===== src/rtl/cpu_pkg.sv =====
// -----------------------------------------------------------------------------
// cpu_pkg
//   Shared types and constants for the instruction-memory loader.
//   - loader_state_e   : loader FSM states
//   - BYTES_PER_WORD   : bytes packed into one instruction word
//   - WORD_BYTES_SHIFT : log2(BYTES_PER_WORD), word index -> byte address shift
// -----------------------------------------------------------------------------
package cpu_pkg;

  localparam int BYTES_PER_WORD   = 4;
  localparam int WORD_BYTES_SHIFT = 2;

  typedef enum logic [2:0] {
    ST_IDLE,
    ST_RECV,
    ST_WRITE,
    ST_DONE,
    ST_ERR
  } loader_state_e;

endpackage : cpu_pkg


===== src/rtl/byte_packer.sv =====
// -----------------------------------------------------------------------------
// byte_packer
//   Assembles a big-endian 32-bit word from a byte stream: the first byte of a
//   word ends up in [31:24], the fourth in [7:0].
//
// Ports
//   clk        in   clock, rising edge
//   rst_n      in   asynchronous active-low reset
//   clear      in   drop any partial word and restart at byte 0
//   shift_en   in   byte_in is consumed this cycle
//   byte_in    in   8-bit data byte
//   word_nxt   out  word as it will look once byte_in is shifted in; it is the
//                   complete word in the cycle word_full is high
//   word_full  out  this cycle's byte completes a word
// -----------------------------------------------------------------------------
module byte_packer
  import cpu_pkg::*;
(
  input  logic        clk,
  input  logic        rst_n,
  input  logic        clear,
  input  logic        shift_en,
  input  logic [7:0]  byte_in,
  output logic [31:0] word_nxt,
  output logic        word_full
);

  // Only the three most recent bytes need storage; the fourth arrives on
  // byte_in in the completing cycle.
  logic [23:0] word_q;
  logic [1:0]  cnt_q;

  assign word_nxt  = {word_q, byte_in};
  assign word_full = shift_en && (cnt_q == 2'(BYTES_PER_WORD - 1));

  // NOTE: sequential state uses non-blocking assignments so every flop
  // samples pre-edge values regardless of process ordering.
  always_ff @(posedge clk or negedge rst_n) begin
    if (!rst_n) begin
      word_q <= '0;
      cnt_q  <= '0;
    end else if (clear) begin
      word_q <= '0;
      cnt_q  <= '0;
    end else if (shift_en) begin
      word_q <= word_nxt[23:0];
      // Two-bit counter wraps to 0 after the fourth byte.
      cnt_q  <= cnt_q + 2'd1;
    end
  end

endmodule : byte_packer


===== src/rtl/instr_mem_loader.sv =====
// -----------------------------------------------------------------------------
// instr_mem_loader
//   Streams a program from a host byte source into the instruction memory and
//   holds the CPU in reset until the whole program has been written.
//
// Ports
//   clk_i         in   clock, rising edge
//   rst_i         in   asynchronous active-low reset
//   start_i       in   1-cycle pulse: begin loading len_i words
//   abort_i       in   abandon a load in progress
//   len_i         in   word count, sampled on an accepted start_i
//   byte_data_i   in   program byte
//   byte_valid_i  in   byte_data_i valid
//   byte_ready_o  out  loader accepts a byte this cycle
//   mem_we_o      out  IM write strobe, one cycle per word
//   mem_addr_o    out  IM byte address (word aligned)
//   mem_data_o    out  IM write data
//   cpu_rst_o     out  CPU reset, active-low (0 = CPU held)
//   busy_o        out  load in progress
//   done_o        out  load complete (level)
//   err_o         out  requested length exceeds memory depth (level)
// -----------------------------------------------------------------------------
module instr_mem_loader
  import cpu_pkg::*;
#(
  parameter int MEM_WORDS  = 128,
  parameter int ADDR_WIDTH = 7
) (
  input  logic                  clk_i,
  input  logic                  rst_i,
  input  logic                  start_i,
  input  logic                  abort_i,
  input  logic [ADDR_WIDTH:0]   len_i,
  input  logic [7:0]            byte_data_i,
  input  logic                  byte_valid_i,
  output logic                  byte_ready_o,
  output logic                  mem_we_o,
  output logic [31:0]           mem_addr_o,
  output logic [31:0]           mem_data_o,
  output logic                  cpu_rst_o,
  output logic                  busy_o,
  output logic                  done_o,
  output logic                  err_o
);

  localparam int                LEN_W   = ADDR_WIDTH + 1;
  localparam logic [LEN_W-1:0]  MAX_LEN = LEN_W'(MEM_WORDS);

  loader_state_e           state_q, state_d;
  logic [ADDR_WIDTH-1:0]   word_idx_q;
  logic [LEN_W-1:0]        len_q;
  logic [31:0]             addr_q;
  logic [31:0]             data_q;

  logic                    recv_ready;
  logic                    accept;
  logic                    load_go;
  logic                    abort_go;
  logic                    last_word;
  logic [31:0]             pack_word;
  logic                    pack_full;

  // Ready is deliberately kept out of the FSM process: the packer's word_full
  // depends on it and feeds back into next-state logic.
  assign recv_ready   = (state_q == ST_RECV) && !abort_i;
  assign accept       = recv_ready && byte_valid_i;
  assign byte_ready_o = recv_ready;

  // len_q >= 1 whenever this is used, so the subtraction cannot underflow.
  assign last_word = ({1'b0, word_idx_q} == (len_q - LEN_W'(1)));

  byte_packer u_packer (
    .clk       (clk_i),
    .rst_n     (rst_i),
    .clear     (load_go || abort_go),
    .shift_en  (accept),
    .byte_in   (byte_data_i),
    .word_nxt  (pack_word),
    .word_full (pack_full)
  );

  // NOTE: every signal written here gets a default first, so no path through
  // the case statement can leave one unassigned and infer a latch.
  always_comb begin
    state_d   = state_q;
    mem_we_o  = 1'b0;
    busy_o    = 1'b0;
    done_o    = 1'b0;
    err_o     = 1'b0;
    cpu_rst_o = 1'b0;
    load_go   = 1'b0;
    abort_go  = 1'b0;

    unique case (state_q)
      ST_IDLE, ST_DONE, ST_ERR: begin
        done_o    = (state_q == ST_DONE);
        cpu_rst_o = (state_q == ST_DONE);
        err_o     = (state_q == ST_ERR);
        // abort_i outranks start_i; on its own it is a no-op here.
        if (start_i && !abort_i) begin
          if (len_i == '0) begin
            state_d = ST_DONE;
          end else if (len_i > MAX_LEN) begin
            state_d = ST_ERR;
          end else begin
            state_d = ST_RECV;
            load_go = 1'b1;
          end
        end
      end

      ST_RECV: begin
        busy_o = 1'b1;
        if (abort_i) begin
          state_d  = ST_IDLE;
          abort_go = 1'b1;
        end else if (pack_full) begin
          state_d = ST_WRITE;
        end
      end

      ST_WRITE: begin
        busy_o = 1'b1;
        // An abort landing on the write cycle suppresses the strobe so the
        // abandoned load leaves nothing behind in memory.
        if (abort_i) begin
          state_d  = ST_IDLE;
          abort_go = 1'b1;
        end else begin
          mem_we_o = 1'b1;
          state_d  = last_word ? ST_DONE : ST_RECV;
        end
      end

      default: state_d = ST_IDLE;
    endcase
  end

  always_ff @(posedge clk_i or negedge rst_i) begin
    if (!rst_i) begin
      state_q    <= ST_IDLE;
      word_idx_q <= '0;
      len_q      <= '0;
      addr_q     <= '0;
      data_q     <= '0;
    end else begin
      state_q <= state_d;

      if (load_go) begin
        word_idx_q <= '0;
        len_q      <= len_i;
      end else if (mem_we_o && !last_word) begin
        // Stop at the final word so a full-depth load never wraps the index.
        word_idx_q <= word_idx_q + 1'b1;
      end

      // Capture address and data as the word completes; they then hold
      // through the write cycle and until the next word is ready.
      if (pack_full) begin
        data_q <= pack_word;
        addr_q <= 32'(word_idx_q) << WORD_BYTES_SHIFT;
      end
    end
  end

  assign mem_addr_o = addr_q;
  assign mem_data_o = data_q;

endmodule : instr_mem_loader

===== config.mk =====
export PLATFORM = sky130hd
export DESIGN_NAME = instr_mem_loader
export DESIGN_NICKNAME = d
export VERILOG_FILES = /design/src/rtl/cpu_pkg.sv /design/src/rtl/byte_packer.sv /design/src/rtl/instr_mem_loader.sv
export SDC_FILE = /design/constraint.sdc
export NUM_CORES = 1
export LEC_CHECK = 0
export CAP_MARGIN = 10
export CELL_PAD_IN_SITES_DETAIL_PLACEMENT = 1
export CELL_PAD_IN_SITES_GLOBAL_PLACEMENT = 1
export CORE_MARGIN = 10
export CORE_UTILIZATION = 42
export CTS_CLUSTER_DIAMETER = 150
export CTS_CLUSTER_SIZE = 8
export DETAILED_ROUTE_END_ITERATION = 8
export PLACE_DENSITY = 0.95
export SLEW_MARGIN = 20
export SYNTH_ARGS = -nofsm -noshare
export SYNTH_HDL_FRONTEND = slang
export SYNTH_SLANG_ARGS = --single-unit
export TNS_END_PERCENT = 30

===== constraint.sdc =====
create_clock -name clk_i -period 2.9 [get_ports clk_i]
set_input_delay 0.58 -clock clk_i [delete_from_list [all_inputs] [get_ports clk_i]]
set_output_delay 0.58 -clock clk_i [all_outputs]
set_load 0.1 [all_outputs]

# Word-level counts from Yosys, hierarchy flattened
# Cells that the tools add are included.
# totals
ff_bits,83
latchBits,0
ram_bits,0
rom_bits,0
input_bits,21
out_inout_bits,70
elab_cells,59
n_memories,0
# op_classes
addsub,3
multipliers,0
div,0
n_lt_le_gt_ge,1
n_eq_ne,8
n_shift,0
mux,25
n_bitwise,0
reduce_logical,15
# op_table
cell,n
$mux W24,2
$mux W3,5
$mux W7,2
$mux W1,11
$pmux W3 S3,1
$eq A7 B8 Y1,1
$gt A8 B8 Y1 const B,1
$logic_not A8 Y1,1
$mux W2,4
$sub A8 B1 Y8 const B,1
$add A7 B1 Y7 const B,1
$eq A3 B2 Y1 const B,2
$logic_and A1 B1 Y1,5
$reduce_bool A2 Y1,2
$eq A3 B1 Y1 const B,1
$eq A3 B3 Y1 const B,1
$logic_not A3 Y1,1
$ne A3 B3 Y1 const B,1
$reduce_or A3 Y1,1
$add A2 B1 Y2 const B,1
$eq A2 B2 Y1 const B,1
$logic_not A1 Y1,2
$ne A2 B2 Y1 const B,1
$reduce_and A2 Y1,1
other kinds (2),2

# Logic depth before layout (Yosys ltp)
# depth
word_depth,7
ltp_mapped,9
ltp_nobuf,8

# By module
# Synthesis repeated with hierarchy kept, for this count alone.
# unflattened
hier_cells,340
area_unflattened_um2,4026.4
# modules_own_cells
module,n_inst,cells_per_inst,area_each_um2,seq_area_each_um2
instr_mem_loader,1,246,2872.8,1426.4
byte_packer,1,94,1153.6,650.6

# Worst setup path before layout
# No wires, ideal clock.
# synth_timing
kind,input to register
start,input abort_i
end,register word_idx_q[3]
setup_time_ns,0.077
arrival_ns,3.442
required_time_ns,2.823
slack_ns,-0.620
cell_stages,4
path_buffers,0
path_cell_list,nor4b_2 > o31ai_4 > or3_1 > a21oi_1
# synth_between
elab_chain_len,5
elab_cells_between_ends,9
classes_between,mux: 5; reduce/logical: 4
# synth_rtl
element,line_no,source
from (decl),instr_mem_loader.sv:32,"input logic abort_i,"
$logic_not A1 Y1,instr_mem_loader.sv:100,if (start_i && !abort_i) begin
$logic_and A1 B1 Y1,instr_mem_loader.sv:100,
$mux W1,instr_mem_loader.sv:100,
$mux W1,instr_mem_loader.sv:94,unique case (state_q)
$mux W7 / $reduce_bool A2 Y1 (equally long branches),-,
to (signal assigned),instr_mem_loader.sv:154,word_idx_q <= word_idx_q + 1'b1;
to (decl),instr_mem_loader.sv:50,logic [ADDR_WIDTH-1:0] word_idx_q;
# Several ways; a longest one is shown, not always the timed one.
# A chain may end at the register's enable or synchronous reset.

# Worst setup path after layout
# layout_timing
start,input abort_i
end,output mem_we_o
# layout_between
elab_chain_len,2
# layout_rtl
element,line_no,source
$mux W1,instr_mem_loader.sv:126,if (abort_i) begin
$mux W1,instr_mem_loader.sv:94,
to (decl),instr_mem_loader.sv:37,"output logic mem_we_o,"
# Every way passes these cells.

==> impl_metrics.tcl <==
set metrics [dict create \
    drt_iter0_markers 121 \
    synth-edff-count 0 \
    synth_area_per_cell_um2 11.3 \
    ant_nets 0 \
    setup_ws_ns 0.314 \
    fillers 1003 \
    fmax_mhz 387 \
    core_area_mm2 0.00924 \
    power_density_mw_per_mm2 782 \
    seq_area_frac_synth_pct 52.3 \
    grt_pass1_wl_um 16100 \
    tns_ns 0 \
    synth.area.top_cells "dfrtp_1 (52%), mux2_2 (13%), nand2_1 (5.3%)" \
    clk_latency_ns 0.36 \
    async_flop_share_pct 100 \
    hold_viol_final 0 \
    synth_flop_cell "dfrtp_1" \
    io_buffers 65 \
    path_cells "clkdlybuf4s50_1, nor4b_4, buf_12" \
    regArea_mm2 0.00208 \
    ios 91 \
    syn_area_mm2 0.00397 \
    reg2reg_depth 8 \
    firstDrtPassIters 4 \
    finalCritPeriodShare_pct 89.2 \
    synth-seq-cells 83 \
    finalNonFillerCells 547 \
    slew_violations 0 \
    finClkSkew_ns 0.00907 \
    clk_path_buf_depth 2 \
    drive_above_1_share_pct 34.0 \
    syn_to_final_growth_pct 20.7 \
    cts_hold_buf 0 \
    critPathLaunchType "primary input" \
    cp.buffers_inverters 2 \
    synth.distinct_cells 49 \
    yosys_warnings 0 \
    nets 437 \
    syn_inst 350 \
    grt_max_degree 48 \
    worst_ep_required_time_ns 2.32 \
    rr_endpoint "word_idx_q[2]$_DFFE_PN0P_" \
    status "completed" \
    setup_viol 0 \
    wl_per_cell_um 17.8 \
    worstMarginPinSlew_ns 0.549 \
    arrival_ns 2.01 \
    reg2reg_from "len_q[0]$_DFFE_PN0P_" \
    grt_pass1_vias 3188 \
    drc_errors 0 \
    synth_top_area_cell "dfrtp_1" \
    place_hpwl_um 7050 \
    dp_cells 531 \
    mostFrequentLayoutCell "dfrtp_1" \
    synth_largest_type_area_fraction_pct 52.3 \
    cap_violations 0 \
    dieArea_mm2 0.0137 \
    reg2reg_slack_ns 0.63 \
    post_cts_buffers 0 \
    ctsResizeCount 0 \
    tritoncts "built" \
    fin_total_pwr_mw 3.75 \
    crit_path_end_kind "primary output" \
    place_ws_ns 0.0967 \
    start_util_pct 43.0 \
    clkTransAtPathRegs_ns 0.09 \
    grt.overflow.total 0 \
    rsz0062_at_grt "no" \
    final_util_pct 51.9 \
    cp_top_family "buffers and inverters" \
    fp.dieW_um 117 \
    htree_levels 3 \
    antenna_found_initial 0 \
    vdd_drop_max_v 0.000306 \
    critPathSlowestCell "nor4b_4" \
    grt_usage_pct 14.7 \
    slowest_delay_ns 0.60 \
    relSlewSlack_pct 63.2 \
    path_max_fanout 6 \
    cts.sinks 83 \
    gp_congestion 0.781 \
    period_needed_ns 2.59 \
    multi_input_area_mm2 0.00168 \
    fp-row-count 35 \
    cts_buffers 9 \
    leakage_nw 2.30 \
    diodes 0 \
    viasPerCell 5.02 \
    vias 2744 \
    hold_class "in2async" \
    wirelength_um 9720 \
    most-common-layout-cells "dfrtp_1 (83), nand2_1 (56), buf_4 (48)" \
    crit_type "in2out" \
    die_h_um 117 \
    cts-root-buf "clkbuf_8" \
]
metrics by stage:
stage                     area, um^2  hold slack (ns)
after floorplan                 4070            0.284
after global placement          4570            0.489
after detailed placement        4570            0.498
after CTS                       4790            0.192
after global routing            4790            0.206
final                           4790            0.179
layer usage:
metal  part of all wire (%)  track usage (%)  up-vias
li1                       -                -     1264
met1                     42             17.8     1404
met2                     50             25.1       62
met3                    6.0             3.72       14
met4                    1.5             4.45        0
met5                      0                0        -
registers in the layout, summed over array words and instances (netlist names):
name,flops
len_q,8
mem_addr_o,7
mem_data_o,32
state_q,3
u_packer.cnt_q,2
u_packer.word_q,24
word_idx_q,7
how the worst max path moves through the flow:
| stage | from | to | slack, ns | cells after the start |
|---|---|---|---|---|
| 2_1_floorplan | state_q[2]$_DFFE_PN0P_ | err_o | -0.29 | 2 |
| 3_3_place_gp | len_i[2] | u_packer.word_q[5]$_DFFE_PN0P_ | 0.15 | 7 |
| 3_5_place_dp | len_i[2] | u_packer.word_q[5]$_DFFE_PN0P_ | 0.1 | 7 |
| 4_1_cts | abort_i | mem_we_o | 0.29 | 3 |
| 5_1_grt | abort_i | mem_we_o | 0.24 | 3 |
| 6_report | abort_i | mem_we_o | 0.31 | 3 |
cell usage after synthesis (2+ instances only):
| cell | count |
|---|---|
| a21o_1 | 2 |
| a21oi_1 | 13 |
| a21oi_2 | 19 |
| and3_1 | 3 |
| buf_1 | 3 |
| buf_2 | 5 |
| buf_4 | 26 |
| buf_6 | 4 |
| clkbuf_1 | 5 |
| dfrtp_1 | 83 |
| ha_1 | 3 |
| inv_1 | 5 |
| mux2_2 | 45 |
| nand2_1 | 56 |
| nand2b_1 | 4 |
| nand3_1 | 5 |
| nand4_1 | 2 |
| nor2_1 | 12 |
| nor2b_1 | 2 |
| nor3_1 | 5 |
| o21ai_0 | 5 |
| o21ai_1 | 2 |
| o31ai_1 | 2 |
| or3_1 | 4 |
| xnor2_1 | 6 |
| xor2_1 | 6 |
report_power, final:
group | switching [mW] | internal (mW) | leakage, nW
Sequential | 0.225 | 1.31 | 1.14
Clock | 0.443 | 0.494 | 0.116
Combinational | 0.858 | 0.413 | 1.04
logic make-up after synthesis:
logic type / count (synthesis) / share of synthesized area, %
AOI/OAI and AO/OA: 52 / 9.93
xor gates and xnor gates: 12 / 2.65
adders and majority gates: 3 / 0.946
buffers and inverters: 49 / 8.00
DFF: 83 / 52.3
muxes: 46 / 13.0
other: 1 / 0.0945
and+or+nand+nor: 104 / 13.0
area by class of cell:
| class | instances | area share, % |
|---|---|---|
| clock buffer | 9 | 2.58 |
| clock inverter | 7 | 2.06 |
| inverter | 6 | 0.470 |
| multi-input combinational | 242 | 35.0 |
| sequential | 83 | 43.3 |
| tap | 129 | 3.37 |
| timing repair buffer | 71 | 13.2 |
Note: power is estimated with default switching activity, not from simulation.
